$ cat src/rtl/dehaze_pkg.sv
// rtl/dehaze_pkg.sv - shared pixel types, window geometry and min helper for the dehaze pipeline
package dehaze_pkg;

    localparam int PIX_W    = 8;
    localparam int WIN_TAPS = 9;

    typedef logic [PIX_W-1:0] pix_t;

    typedef struct packed {
        pix_t r;
        pix_t g;
        pix_t b;
    } rgb_t;

    // Unsigned minimum of three components
    function automatic pix_t min3(input pix_t a, input pix_t b, input pix_t c);
        pix_t m;
        m = (a < b) ? a : b;
        m = (c < m) ? c : m;
        return m;
    endfunction

endpackage

$ cat src/rtl/channel_min_tree.sv
// rtl/channel_min_tree.sv - two-stage registered minimum of one 3x3 colour window
module channel_min_tree
    import dehaze_pkg::*;
(
    input  logic                      clk_i,
    input  logic                      rst_ni,
    input  logic [WIN_TAPS*PIX_W-1:0] window_i,
    output pix_t                      min_o
);

    pix_t [2:0] row_min_q;
    pix_t [2:0] row_min_d;
    pix_t       min_q;
    pix_t       min_d;

    // Row minima from the raw taps (row-major, three taps per row), then min of the row minima
    always_comb begin
        row_min_d = '0;
        for (int row = 0; row < 3; row++) begin
            row_min_d[row] = min3(window_i[PIX_W*(3*row+0) +: PIX_W],
                                  window_i[PIX_W*(3*row+1) +: PIX_W],
                                  window_i[PIX_W*(3*row+2) +: PIX_W]);
        end
        min_d = min3(row_min_q[0], row_min_q[1], row_min_q[2]);
    end

    // S1 row-minimum registers and S2 channel-minimum register
    always_ff @(posedge clk_i or negedge rst_ni) begin
        if (!rst_ni) begin
            row_min_q <= '0;
            min_q     <= '0;
        end else begin
            row_min_q <= row_min_d;
            min_q     <= min_d;
        end
    end

    assign min_o = min_q;

endmodule

$ cat src/rtl/dark_channel_atm_light.sv
// rtl/dark_channel_atm_light.sv - dark-channel pipeline and per-frame atmospheric light tracker (option: ATM_BRIGHTNESS_TIEBREAK_EN)
module dark_channel_atm_light
    import dehaze_pkg::*;
#(
    parameter int FRAME_WINDOWS = 261120,
    parameter int CNT_W         = 18
) (
    input  logic                      r_clk,
    input  logic                      r_rst,
    input  logic [WIN_TAPS*PIX_W-1:0] red_window_in,
    input  logic [WIN_TAPS*PIX_W-1:0] green_window_in,
    input  logic [WIN_TAPS*PIX_W-1:0] blue_window_in,
    input  logic                      input_is_valid,
    output logic [PIX_W-1:0]          dark_pixel,
    output logic                      output_is_valid,
    output logic [PIX_W-1:0]          atm_r,
    output logic [PIX_W-1:0]          atm_g,
    output logic [PIX_W-1:0]          atm_b,
    output logic                      atm_valid,
    output logic [7:0]                frame_done_count
);

    localparam logic [CNT_W-1:0] LAST_WIN = CNT_W'(FRAME_WINDOWS - 1);
    localparam int               CTR_TAP  = WIN_TAPS / 2;

    pix_t       r_min;
    pix_t       g_min;
    pix_t       b_min;

    logic [2:0] valid_q;
    rgb_t       ctr_s1_q;
    rgb_t       ctr_s2_q;
    rgb_t       ctr_s3_q;
    rgb_t       ctr_in;
    pix_t       dark_q;
    pix_t       dark_d;

    logic [CNT_W-1:0] win_cnt_q;
    logic [CNT_W-1:0] win_cnt_d;
    pix_t             best_dark_q;
    pix_t             best_dark_d;
    rgb_t             best_rgb_q;
    rgb_t             best_rgb_d;
    rgb_t             atm_q;
    rgb_t             atm_d;
    logic             atm_valid_q;
    logic             atm_valid_d;
    logic [7:0]       frame_cnt_q;
    logic [7:0]       frame_cnt_d;
    logic             first_win;
    logic             better;
    logic             take;
    logic             close;
`ifdef ATM_BRIGHTNESS_TIEBREAK_EN
    logic [9:0]       best_sum_q;
    logic [9:0]       best_sum_d;
    logic [9:0]       cur_sum;
`endif

    channel_min_tree u_red_min (
        .clk_i    (r_clk),
        .rst_ni   (r_rst),
        .window_i (red_window_in),
        .min_o    (r_min)
    );

    channel_min_tree u_green_min (
        .clk_i    (r_clk),
        .rst_ni   (r_rst),
        .window_i (green_window_in),
        .min_o    (g_min)
    );

    channel_min_tree u_blue_min (
        .clk_i    (r_clk),
        .rst_ni   (r_rst),
        .window_i (blue_window_in),
        .min_o    (b_min)
    );

    assign ctr_in.r = red_window_in[CTR_TAP*PIX_W +: PIX_W];
    assign ctr_in.g = green_window_in[CTR_TAP*PIX_W +: PIX_W];
    assign ctr_in.b = blue_window_in[CTR_TAP*PIX_W +: PIX_W];
    assign dark_d   = min3(r_min, g_min, b_min);

    // Valid shift register, centre-pixel delay line and S3 dark-channel register
    always_ff @(posedge r_clk or negedge r_rst) begin
        if (!r_rst) begin
            valid_q  <= '0;
            ctr_s1_q <= '0;
            ctr_s2_q <= '0;
            ctr_s3_q <= '0;
            dark_q   <= '0;
        end else begin
            valid_q  <= {valid_q[1:0], input_is_valid};
            ctr_s1_q <= ctr_in;
            ctr_s2_q <= ctr_s1_q;
            ctr_s3_q <= ctr_s2_q;
            dark_q   <= dark_d;
        end
    end

    // Tracker: keep the brightest dark value of the frame and publish it when the frame closes
    always_comb begin
        first_win   = (win_cnt_q == '0);
        better      = (dark_q > best_dark_q);
`ifdef ATM_BRIGHTNESS_TIEBREAK_EN
        cur_sum     = {2'b00, ctr_s3_q.r} + {2'b00, ctr_s3_q.g} + {2'b00, ctr_s3_q.b};
        better      = better || ((dark_q == best_dark_q) && (cur_sum > best_sum_q));
`endif
        take        = valid_q[2] && (first_win || better);
        close       = valid_q[2] && (win_cnt_q == LAST_WIN);

        best_dark_d = take ? dark_q   : best_dark_q;
        best_rgb_d  = take ? ctr_s3_q : best_rgb_q;
`ifdef ATM_BRIGHTNESS_TIEBREAK_EN
        best_sum_d  = take ? cur_sum  : best_sum_q;
`endif
        // The close window itself may win, so the published value comes from the updated best
        atm_d       = close ? best_rgb_d : atm_q;
        atm_valid_d = close;
        frame_cnt_d = close ? frame_cnt_q + 8'd1 : frame_cnt_q;

        win_cnt_d   = win_cnt_q;
        if (valid_q[2]) begin
            win_cnt_d = close ? '0 : win_cnt_q + 1'b1;
        end
    end

    // Tracker state registers
    always_ff @(posedge r_clk or negedge r_rst) begin
        if (!r_rst) begin
            win_cnt_q   <= '0;
            best_dark_q <= '0;
            best_rgb_q  <= '0;
            atm_q       <= '0;
            atm_valid_q <= 1'b0;
            frame_cnt_q <= '0;
`ifdef ATM_BRIGHTNESS_TIEBREAK_EN
            best_sum_q  <= '0;
`endif
        end else begin
            win_cnt_q   <= win_cnt_d;
            best_dark_q <= best_dark_d;
            best_rgb_q  <= best_rgb_d;
            atm_q       <= atm_d;
            atm_valid_q <= atm_valid_d;
            frame_cnt_q <= frame_cnt_d;
`ifdef ATM_BRIGHTNESS_TIEBREAK_EN
            best_sum_q  <= best_sum_d;
`endif
        end
    end

    assign dark_pixel       = dark_q;
    assign output_is_valid  = valid_q[2];
    assign atm_r            = atm_q.r;
    assign atm_g            = atm_q.g;
    assign atm_b            = atm_q.b;
    assign atm_valid        = atm_valid_q;
    assign frame_done_count = frame_cnt_q;

endmodule

$ cat config.mk
export PLATFORM = sky130hd
export DESIGN_NAME = dark_channel_atm_light
export DESIGN_NICKNAME = d
export VERILOG_FILES = /design/src/rtl/dehaze_pkg.sv /design/src/rtl/channel_min_tree.sv /design/src/rtl/dark_channel_atm_light.sv
export SDC_FILE = /design/constraint.sdc
export NUM_CORES = 1
export LEC_CHECK = 0
export ABC_AREA = 1
export CORE_UTILIZATION = 50
export CTS_CLUSTER_SIZE = 24
export DETAILED_ROUTE_END_ITERATION = 10
export GPL_TIMING_DRIVEN = 0
export HOLD_SLACK_MARGIN = 0.15
export PLACE_DENSITY = 0.75
export SYNTH_ARGS = -nofsm -noshare
export SYNTH_HDL_FRONTEND = slang
export SYNTH_SLANG_ARGS = --single-unit
$ cat constraint.sdc
create_clock -name r_clk -period 3.8 [get_ports r_clk]
set_input_delay 0.76 -clock r_clk [delete_from_list [all_inputs] [get_ports r_clk]]
set_output_delay 0.76 -clock r_clk [all_outputs]
set_load 0.005 [all_outputs]
Word-level counts from Yosys, hierarchy flattened
Index checks and enable logic that the tools add are counted.
{"block": "classes", "magnitude_cmp": 27, "addsub": 2, "n_reduce_logical": 4, "n_mux": 28, "n_eq_ne": 1}
{"cell": "8-bit < comparator", "count": 26}
{"cell": "8-bit two-way mux", "count": 26}
{"cell": "24-bit two-way mux", "count": 1}
{"cell": "18-bit by 1-bit adder with 18-bit output (second input constant)", "count": 1}
{"cell": "18-bit equality test (second input constant)", "count": 1}
{"cell": "18-bit zero test", "count": 1}
{"cell": "18-bit two-way mux", "count": 1}
{"cell": "8-bit by 1-bit adder with 8-bit output (second input constant)", "count": 1}
{"cell": "8-bit greater-than comparator", "count": 1}
{"cell": "1-bit logical AND", "count": 2}
{"cell": "1-bit logical OR", "count": 1}
{"block": "word_totals", "wordCells": 95, "register_bits": 262, "output_inout_bits": 42, "inputBits": 219}

Longest topological paths before layout
Gate-level depths: netlist of the first run.
{"block": "depth", "ltp_word": 4, "ltp_mapped": 21}

Modules after synthesis
From an unflattened synthesis of the first run, not the netlist that was laid out.
{"block": "hier_totals", "cells_unflattened": 2014, "area_unflattened_um2": 16522.1}
{"mod": "channel_min_tree", "area_per_inst_um2": 3387.0, "seq_area_each_um2": 800.8, "cells_per_inst": 473, "instances": 3}
{"mod": "dark_channel_atm_light", "area_per_inst_um2": 6361.1, "seq_area_each_um2": 4154.0, "cells_per_inst": 595, "instances": 1}

Worst setup path after synthesis of the first run
OpenSTA, ideal clock, no wires.
{"block": "synth_path", "kind": "input -> register", "from": "input port red_window_in[15]", "to": "register u_red_min.row_min_q[0] (netlist name)", "setup_time_ns": 0.117, "cell_stages": 16, "path_slack_ns": 0.631, "t_arrival_ns": 3.052, "required_time_ns": 3.683, "path_cell_list": "inv_1 > ha_1 > nand2_1 > o21a_1 > nand2_1 > clkbuf_1 > nand2_1 > o21ai_0 > inv_1 > ha_1 > a21oi_1 > nor2_1 > a211oi_2 > nand2_2 > nand2_1 > nand2_1"}
{"item": "start: declaration", "line_no": "dark_channel_atm_light.sv:10", "text": "input logic [WIN_TAPS*PIX_W-1:0] red_window_in,"}
{"item": "end signal: assignment", "line_no": "channel_min_tree.sv:33", "text": "row_min_q <= row_min_d;"}
{"item": "end: declaration", "line_no": "channel_min_tree.sv:11", "text": "pix_t [2:0] row_min_q;"}

==> results of run 1 <==
worst reg2reg max path, cell delays in order (launching register included):
cell and delay [ns]:
sky130_fd_sc_hd__dfrtp_1 0.39, sky130_fd_sc_hd__ha_1 0.31, sky130_fd_sc_hd__a21oi_1 0.16, sky130_fd_sc_hd__o21a_1 0.15, sky130_fd_sc_hd__nand2_1 0.13, sky130_fd_sc_hd__clkbuf_1 0.25, sky130_fd_sc_hd__o21ai_0 0.39, sky130_fd_sc_hd__inv_1 0.08
sky130_fd_sc_hd__ha_1 0.30, sky130_fd_sc_hd__a21oi_1 0.14, sky130_fd_sc_hd__nor2_1 0.06, sky130_fd_sc_hd__a211oi_2 0.50, sky130_fd_sc_hd__nand2_2 0.24, sky130_fd_sc_hd__nand2_1 0.11, sky130_fd_sc_hd__nand2_1 0.07
sequential cells by signal (all words and copies together) (netlist names):
| register | count |
|---|---|
| ctr_s3_q | 24 |
| win_cnt_q | 18 |
| atm_valid | 1 |
| valid_q | 3 |
| ctr_s2_q | 24 |
| u_red_min.row_min_q | 24 |
| best_dark_q | 8 |
| frame_done_count | 8 |
| u_green_min.row_min_q | 24 |
| u_blue_min.row_min_q | 24 |
| ctr_s1_q | 24 |
| atm_r | 8 |
| dark_pixel | 8 |
| u_green_min.min_o | 8 |
| atm_b | 8 |
| u_blue_min.min_o | 8 |
| u_red_min.min_o | 8 |
| atm_g | 8 |
| best_rgb_q | 24 |
repair_timing:
| action | in CTS | in global routing |
|---|---|---|
| gates resized for setup | 0 | 18 |
| endpoints found under the setup margin | 0 | 80 |
| hold endpoints to repair | 11 | 0 |
| hold buffers | 1 | 0 |
| buffers inserted | 0 | 2 |
report_power, final:
part	internal (mW)	switching, mW	leakage [nW]
logic	1.84	3.00	7.29
clock network	1.81	1.10	0.488
registers	3.41	0.311	3.21
total	7.06	4.41	11.0
stage by stage:
stage	setup slack (ns)	util [%]	cell area, µm²	TNS, ns
2_1_floorplan	0.631	-	15900	0
3_3_place_gp	-8.75	61.4	19000	-2305.50
3_5_place_dp	-0.481	61.6	19000	-25.61
4_1_cts	0.0713	64.9	20100	0
5_1_grt	0.00596	65.2	20200	0
6_report	0.227	65.2	20200	0
Yosys cell counts (2+ instances only):
master | count | area, µm²
sky130_fd_sc_hd__nand2_1 | 681 | 2560
sky130_fd_sc_hd__inv_1 | 347 | 1300
sky130_fd_sc_hd__dfrtp_1 | 262 | 6560
sky130_fd_sc_hd__ha_1 | 193 | 2410
sky130_fd_sc_hd__nand3_1 | 165 | 826
sky130_fd_sc_hd__o21ai_0 | 100 | 500
sky130_fd_sc_hd__a21oi_1 | 82 | 410
sky130_fd_sc_hd__nor2_1 | 63 | 236
sky130_fd_sc_hd__nand2_2 | 28 | 175
sky130_fd_sc_hd__clkbuf_1 | 19 | 71.3
sky130_fd_sc_hd__o21a_1 | 14 | 105
sky130_fd_sc_hd__a211oi_2 | 13 | 163
sky130_fd_sc_hd__and2_1 | 13 | 81.3
sky130_fd_sc_hd__nor3_1 | 11 | 55.1
sky130_fd_sc_hd__buf_2 | 8 | 40.0
sky130_fd_sc_hd__nand4_1 | 7 | 43.8
sky130_fd_sc_hd__xor2_1 | 7 | 61.3
sky130_fd_sc_hd__inv_2 | 6 | 22.5
sky130_fd_sc_hd__xnor2_1 | 4 | 35.0
sky130_fd_sc_hd__nand3_2 | 3 | 30.0
sky130_fd_sc_hd__nor2_2 | 3 | 18.8
sky130_fd_sc_hd__nor4_1 | 3 | 18.8
sky130_fd_sc_hd__nor2_4 | 2 | 22.5
sky130_fd_sc_hd__nor3_2 | 2 | 20.0
sky130_fd_sc_hd__o211a_1 | 2 | 20.0
logic make-up (layout without fill, tap and decap cells):
kind of cell               count (synthesis)  in the layout
other                                      0              4
DFF                                      262            262
AOI/OAI and AO/OA                        214            214
adders and majority gates                193            193
buffers and inverters                    382            699
and+or+nand+nor                          985            985
xor gates and xnor gates                  11             11
worst max path at each step:
stage / from / to / cells after the start
global route: red_window_in[63] / u_red_min.row_min_q[17]$_DFF_PN0_ / 18
global placement: r_rst / u_green_min.row_min_q[4]$_DFF_PN0_ / 1
finish: red_window_in[39] / u_red_min.row_min_q[8]$_DFF_PN0_ / 18
floorplan: red_window_in[15] / u_red_min.row_min_q[0]$_DFF_PN0_ / 16
CTS: blue_window_in[39] / u_blue_min.row_min_q[13]$_DFF_PN0_ / 16
detailed placement: blue_window_in[39] / u_blue_min.row_min_q[13]$_DFF_PN0_ / 16
layout make-up:
cell class,instances,area share (%)
sequential,262,32.5
antenna,4,0.0497
clock inverter,18,1.32
tap,396,2.46
clock buffer,34,3.69
buffer,28,0.590
inverter,354,6.60
multi-input combinational,1403,39.4
timing repair buffer,265,13.3
layer usage:
layer	track usage [%]	vias up
li1	-	7045
met1	28.9	6349
met2	40.1	283
met3	2.79	60
met4	7.69	2
met5	0	-
==> results, run 1 <==
- In the routed design, unresolved DRC markers number 0.
- Of all nets on the critical path, the largest fanout is 10.
- The hold path startpoint is ctr_s2_q[5]$_DFF_PN0_.
- The worst path arrival time is 3.98 ns.
- The sum of routed wire segments on met1 is roughly 16 mm.
- The number of buffers added on ports is 260.
- Across the whole layout, storage elements account for 0.00656 mm².
- The global router's overall resource usage is 22.8%.
- Clock tree synthesis inserted a total of 28 buffers.
- The category of cells accounting for the largest share of critical-path delay is buffers and inverters.
- The full die area is 0.0325 mm².
- The worst setup path is of the input port to flop kind.
- The worst setup path is launched from an input port.
- After Yosys synthesis, XOR and XNOR cells account for less than 1% of the synthesized area.
- The power density over cell area is 569 mW/mm².
- The maximum number of buffers from clock root to sink is 3.
- Of all flip-flops after synthesis, the portion carrying an async set or reset was 100%.
- The run finished with clean final reports.
- In this run the cell area of the synthesized design comes to around 0.016 mm².
- Relative to the synthesized area, the layout overhead comes to 26.9%.
- When the netlist entered floorplanning its net count stood at around 2500.
- Leaving out fill and tap cells, the most frequent cells in the layout are sky130_fd_sc_hd__nand2_1 (681), sky130_fd_sc_hd__inv_1 (347), sky130_fd_sc_hd__dfrtp_1 (262).
- The cell count of the worst hold path is 0.
- The root buffer cell chosen for the clock tree is sky130_fd_sc_hd__clkbuf_16.
- The max-slew violation total from the final report is 0.
- The largest stage delay on the critical path is between 0.5 and 0.6 ns.
- The total of flip-flops plus latches after synthesis is 262.
- Sequential elements use between 40% and 50% of the synthesized area.
- The die boundary height is 180 µm.
- The slowest cell on the critical path is sky130_fd_sc_hd__clkdlybuf4s50_1.
- The total overflow left after global routing is 0.
- The start of the worst register-to-register path is u_blue_min.row_min_q[7]$_DFF_PN0_.
- The multiplexer share of the synthesized area is 0%.
- The HPWL after detailed placement is between 20 and 30 mm.
- The cell count after synthesis is 2047.
- The relative slew slack is 58.2%.
- The congestion estimate from routability-driven global placement came to 0.859.
- In this run the core area contains between 60 and 70 standard-cell rows.
- The worst register-to-register path ends at u_blue_min.min_o[3]$_DFF_PN0_.
- Setup violations remaining at the end of the flow were counted as 0.
- By instance count, the cell type seen most on the critical path is sky130_fd_sc_hd__nand2_1.
- The total clock sinks is roughly 260.
- Counting tap cells, the placed design contains a total of 2705 instances.
- The effective utilization at floorplan is about half.
- The count of fill cells added during filler insertion is 2608.
- For this run, the detailed router's first-pass iteration total came to 5.
- The number of antenna violations at the first check in global routing is 5.
- The kind of end point of the critical path is a flop.
- The final critical-path required period is 3.57 ns.
- The synthesized area per cell is 7.76 µm².
- The area fraction in compound gates after synthesis is between 7 and 8%.
- The clock latency at the later pin of the worst-skew pair is 0.54 ns.
- By area, the combinational part of the netlist is dominated by simple AND/OR/NAND/NOR gates.
- Detailed routing inserted a total of between 10000 and 15000 vias.
- Max-cap violations in this run came to 0.
- The multi-input combinational cells in the finished layout cover a total of 0.00795 mm².
- The analysis attributes to cell leakage a power of 11.0 nW.
- The tightest hold path in the finished design has a slack of 0.336 ns.
- The met3 wirelength from detailed routing is approximately 1.6 mm.
- The TritonCTS clock tree is yes.
- The design draws 11.5 mW.
- The path category of the worst min-delay check is flop to flop.
- The core footprint is 0.0309 mm².
- The routed via count divided by cell count is between 4 and 5.
- The library cell used most frequently in the layout, excluding fill and tap cells, is sky130_fd_sc_hd__nand2_1.
- Wire segments on met2 add up to 17.9 mm in the final route.
- Clock-pin slew was measured on the worst setup and hold paths at 0.06 ns.
- The number of flops mapped to enable cells by yosys is 0.
- The total detailed-routing wirelength is approximately 37 mm.
- In this run the number of H-tree levels came out at 1.
- Of the cells placed in the final design, the portion with a size suffix greater than 1 is approximately 5.4%.
- The number of failing hold endpoints at the final stage came to 0.
- The first global-routing pass estimated between 60 and 70 mm of wire.
- The buffers plus inverters on the worst setup path is 5.
- After the last flow step, the layout net total stands at 2754.
- Setup repair after global routing left no endpoint under its margin.
- STA puts the critical path data required time at roughly 4.2 ns.
- Clock skew on the completed layout was measured at approximately 0.014 ns.
- The detailed router used layers up to and including met5.
- The largest net degree at the start of global routing is 128.
- During synthesis, Yosys emitted a total of 0 warnings.
- The count of non-filler cells in the finished layout is between 2000 and 3000.
- The slew of the pin with the lowest slew margin is ~0.63 ns.
- The count of cells along the worst register-to-register path is 14.
- The portion of the clock cycle consumed by the worst path in the final layout is a little over nine tenths.
- The number of global-route vias before repair came to 13500.
- The commonest register cell after synthesis is sky130_fd_sc_hd__dfrtp_1.
- Once detail routing completed, the nets flagged for antenna violations numbered 0.
- The simple logic cell fraction of the synthesized area is 26.1%.
- The worst hold path terminates at ctr_s3_q[5]$_DFF_PN0_.
- After Yosys synthesis, full adders, half adders and majority gates account for around 15% of the synthesized area.
- From left edge to right edge, the die measures 180 µm.
- Based on the critical path, the design can be clocked at up to 280 MHz.
- The worst supply voltage drop on vdd is 0.355 mV.
- The DRC violation total after the first TritonRoute iteration is 709.
- The number of top-level pins is ~260.
- The netlist uses 34 different library cells.
- Traced cell by cell, the critical path runs through clkdlybuf4s50_1 > inv_1 > ha_1 > nand2_1 > inv_1 > nor2_1 > o21a_1 > nand2_1 > clkbuf_2 > o21ai_0 > inv_1 > ha_1 > a21oi_1 > nor2_1 > a211oi_4 > nand2_2 > nand2_1 > nand2_1.
- The flop-to-flop setup slack is 0.40 ns.
- After detailed routing, the average wire length per cell comes to about 13 µm.
No activity file was read; power rests on OpenSTA's default activity.
==> run 2: changes to the inputs <==
--- a/config.mk
+++ b/config.mk
@@ -11,7 +11,8 @@
 export DETAILED_ROUTE_END_ITERATION = 10
 export GPL_TIMING_DRIVEN = 0
 export HOLD_SLACK_MARGIN = 0.15
-export PLACE_DENSITY = 0.75
+export PLACE_DENSITY = 0.74
 export SYNTH_ARGS = -nofsm -noshare
 export SYNTH_HDL_FRONTEND = slang
+export SYNTH_HIERARCHICAL = 1
 export SYNTH_SLANG_ARGS = --single-unit
==> run 2 against run 1 <==
Die area is 4.0% higher; final cell count is 0.11% higher; clock power is 7% lower; non-clock buffer count is 2 lower; utilization is 1.7 points lower; setup slack better by 0.043 ns; synthesized cell count is 1.6% lower; global-route usage is 0.23 points lower; routed wire length is 1.2% higher; synthesized area is 4.0% higher; first-iteration DRC count is 18% higher; critical path type unchanged.
==> results, run 2 <==
- The adder-cell share of the synthesized area is 14.6% (-0.59 points).
- The number of global-route vias before repair is 13700 (+1.2%).
- The number of flops mapped to enable cells by yosys came to 0 (unchanged).
- The number of max-capacitance violations reported is 0 (unchanged).
- The DRC violation total after the first TritonRoute iteration is 835 (+18%).
- The fraction of layout instances using a drive strength above 1 was 13.2% (+7.9 points).
- The maximum achievable frequency is 283 MHz (+1.2%).
- The count of different cell masters after synthesis is 34 (unchanged).
- The total nets after synthesis is 2426 (-1.3%).
- The average wire per standard cell came to 13.4 µm (+1.1%).
- The row count is 66 (+3.1%).
- The min-delay analysis places its worst path in the category input port to asynchronous set/reset pin.
- The placed standard-cell area was 0.0197 mm² (+3.7%).
- The number of H-tree levels came to 1 (unchanged).
- The worst slack at placement is -0.208 ns (+0.273 ns).
- The final net count came to 2717 (-1.3%).
- The total of flip-flops plus latches after synthesis is 262 (unchanged).
- The kind of end point of the critical path is a flop.
- The final critical-path required period is 3.53 ns (-0.0428 ns).
- The synthesized area per cell is 8.20 µm² (+5.7%).
- The leakage component of the power is 10.9 nW (-0.60%).
- The first-pass iteration count of the detailed router was 5 (unchanged).
- By count the netlist is led by sky130_fd_sc_hd__nand2_1 (465), sky130_fd_sc_hd__inv_1 (319), sky130_fd_sc_hd__dfrtp_1 (262).
- The total detailed-routing wirelength is 37.0 mm (+1.2%).
- The combinational share of power is 45.6% (+3.4 points).
- The top fanout value on the critical path is 10 (unchanged).
- The max-slew violation total from the final report is 0 (unchanged).
- The TritonCTS clock tree is yes.
- The largest family of logic cells by synthesized area is simple AND/OR/NAND/NOR gates.
- The global route total overflow is 0 (unchanged).
- By area the synthesized netlist is led by sky130_fd_sc_hd__dfrtp_1 (40%), sky130_fd_sc_hd__ha_1 (15%), sky130_fd_sc_hd__nand2_1 (11%).
- Of all cell types, the one taking the most synthesized area is sky130_fd_sc_hd__dfrtp_1.
- The buffer cell driving the clock tree root is sky130_fd_sc_hd__clkbuf_16.
- The number of DRC violations after detailed routing was 0 (unchanged).
- Leaving out fill and tap cells, the most frequent cell in the layout is sky130_fd_sc_hd__nand2_1.
- The multiplexer share of the synthesized area is 0% (unchanged).
- The data required time at the worst endpoint is 4.20 ns (about the same).
- The share of flip-flops with an asynchronous set or reset after synthesis is 100% (unchanged).
- The relative slew slack was 57.8% (-0.40 points).
- The power spent charging and discharging nets was 4.73 mW (+7.4%).
- The slew of the pin with the lowest slew margin is 0.633 ns (+0.00597 ns).
- The area fraction in compound gates after synthesis is 8.85% (+1.2 points).
- The worst register-to-register path ends at dark_pixel[3]$_DFF_PN0_.
- The number of buffers created by CTS is 27 (-3.6%).
- The count of cells along the worst register-to-register path came to 17 (+3).
- The horizontal die dimension was 184 µm (+2.0%).
- The largest net degree at the start of global routing is 96 (-25%).
- The maximum number of buffers from clock root to sink came to 3 (unchanged).
- The flow ran to the end, and the final reports show no timing, DRC or antenna violations.
- The share of the synthesized area in the top cell type was 39.7% (-1.6 points).
- The area growth from synthesis to layout is 25.1%.
- The count of fill cells added during filler insertion was 2770 (+6.2%).
- The total power is 11.8 mW (+3.2%).
- The most used standard cell by instance count after synthesis is sky130_fd_sc_hd__nand2_1.
- The number of buffers added on ports is 260 (unchanged).
- The number of failing hold endpoints at the final stage was 0 (unchanged).
- The antenna diode count is 0 (-4).
- The sequential share of power is 31.5% (-1.0 points).
- The net switching fraction of the power is 40.0% (+1.6 points).
- The worst path arrival time is 3.93 ns (-0.05 ns).
- The flop-to-flop setup slack is 0.43 ns (+0.03 ns).
- The portion of the clock cycle consumed by the worst path in the final layout is 92.9% (-1.1 points).
- The cell count after synthesis came to 2014 (-1.6%).
- The routability congestion estimate from global placement came to 0.898 (+4.5%).
- The HPWL after detailed placement was 29.7 mm (+1.0%).
- The effective utilization at floorplan is 50.8% (-0.60 points).
- The number of antenna violations at the first check in global routing was 0 (-5).
- The core footprint is 0.0325 mm² (+5.3%).
- The xor/xnor cell area share of the yosys netlist came to 0.583% (-0.023 points).
- The post-detailed-route count of antenna-violating nets came to 0 (unchanged).
- The total number of yosys warnings was 6 (+6).
- The commonest register cell after synthesis is sky130_fd_sc_hd__dfrtp_1.
- The worst-case clock skew is 0.00962 ns (-0.00454 ns).
- The simple logic cell fraction of the synthesized area is 27.5% (+1.4 points).
- The CTS clock-pin slew for the worst setup and hold paths is 0.06 ns (about the same).
- Setup repair after global routing left no endpoint under its margin.
- The number of vias in the routed layout is 13700 (-0.41%).
- The routed via count divided by cell count is 4.95 (-0.52%).
- The worst supply voltage drop on vdd is 0.380 mV (+7.2%).
- The start of the worst register-to-register path is u_green_min/min_o[7]$_DFF_PN0_.
- The internal power is 7.09 mW (+0.51%).
- The global router's overall resource usage is 22.5% (-0.23 points).
- The final count of negative-setup-slack endpoints is 0 (unchanged).
- The final standard cell area without fillers is 0.0207 mm² (+2.5%).
- The die boundary height is 184 µm (+2.0%).
- The number of top-level pins is 261 (unchanged).
- The critical path launch point type is an input port.
- The critical path is of the input port to flop type.
- The full die area is 0.0338 mm² (+4.0%).
- The sum of negative setup slack is 0 ns (unchanged).
- The share of the yosys chip area belonging to registers is 39.7% (-1.6 points).
- The clock group share of total power is 22.9% (-2.4 points).
- The clock latency at the later pin of the worst-skew pair came to 0.52 ns (-0.02 ns).
- The power density over cell area was 572 mW/mm² (+0.61%).
- The total clock sinks was 262 (unchanged).
- The post-layout worst setup margin is 0.270 ns (+0.0428 ns).
- The wire length of the first global-routing pass came to 62.8 mm (+1.4%).
- The library cells used most frequently in the layout, excluding fill and tap cells, are sky130_fd_sc_hd__nand2_1 (465), sky130_fd_sc_hd__inv_1 (319), sky130_fd_sc_hd__dfrtp_1 (262).
- The cell area after synthesis is 0.0165 mm² (+4.0%).
-- run 2: cell type report --
cell class              count  area [µm²]  share of cell area [%]
inverters                 347        1300                    6.30
clock inverters            15         191                   0.926
well taps                 442         553                    2.68
flip-flops and latches    262        6560                    31.7
plain buffers              29         144                   0.696
clock buffers              34         732                    3.54
multi-input cells        1376        8520                    41.2
repair buffers            262        2660                    12.9
-- run 2: timing repair --
item | CTS | global route
hold buffers | 0 | 0
endpoints found under the setup margin | 0 | 8
resized for setup | 0 | 1
setup buffers | 0 | 0
-- run 2: routing by layer --
metal / routed length, µm / global-route usage, % / vias to the layer above
met2: 18100 / 39.4 / 297
met5: 0 / 0 / -
met3: 1750 / 2.81 / 42
met1: 16700 / 29.8 / 6359
met4: 529 / 4.87 / 0
li1: - / - / 6985
-- run 2: critical path, stage by stage --
cell                              delay, ns
sky130_fd_sc_hd__clkdlybuf4s50_1       0.57
sky130_fd_sc_hd__inv_1                 0.09
sky130_fd_sc_hd__ha_1                  0.30
sky130_fd_sc_hd__nand2_1               0.09
sky130_fd_sc_hd__o21a_1                0.22
sky130_fd_sc_hd__nand2_2               0.14
sky130_fd_sc_hd__buf_2                 0.25
sky130_fd_sc_hd__nand2_1               0.07
sky130_fd_sc_hd__o21ai_1               0.13
sky130_fd_sc_hd__inv_1                 0.07
sky130_fd_sc_hd__ha_1                  0.29
sky130_fd_sc_hd__a21oi_1               0.13
sky130_fd_sc_hd__nor2_1                0.08
sky130_fd_sc_hd__a211oi_4              0.45
sky130_fd_sc_hd__nand2_8               0.14
sky130_fd_sc_hd__nand2_2               0.08
sky130_fd_sc_hd__nand2_1               0.06
-- run 2: kinds of logic after synthesis --
family | count (synthesis)
buf+inv | 376
fa+ha+maj | 193
flops | 262
simple gates | 931
compound gates | 241
xor+xnor | 11
-- run 2: per-stage QoR --
stage	instances	util, %	hold WS (ns)
floorplan	2014	-	0.331
global placement	2716	60.5	0.331
detailed placement	2718	60.7	0.335
CTS	2767	63.5	0.245
global route	2767	63.5	0.273
finish	2767	63.5	0.238
-- run 2: worst max-delay path by stage --
stage	start	endpoint	slack [ns]	cells past startpoint
2_1_floorplan	blue_window_in[15]	u_blue_min/row_min_q[0]$_DFF_PN0_	0.75	15
3_3_place_gp	r_rst	u_green_min/row_min_q[4]$_DFF_PN0_	-8.62	1
6_report	red_window_in[39]	u_red_min/row_min_q[13]$_DFF_PN0_	0.27	17
4_1_cts	u_green_min/min_o[7]$_DFF_PN0_	dark_pixel[3]$_DFF_PN0_	0.12	17
3_5_place_dp	blue_window_in[33]	u_blue_min/row_min_q[13]$_DFF_PN0_	-0.21	20
5_1_grt	red_window_in[39]	u_red_min/row_min_q[13]$_DFF_PN0_	0.03	18
-- run 2: power by group through the flow --
stage | registers (mW) | clock network (mW) | logic [mW]
global route | 3.78 | 2.89 | 6.17
detailed placement | 3.77 | 0 | 5.34
global placement | 3.76 | 0 | 5.10
floorplan | 3.66 | 0 | 3.92
CTS | 3.73 | 2.77 | 5.37
finish | 3.72 | 2.71 | 5.39
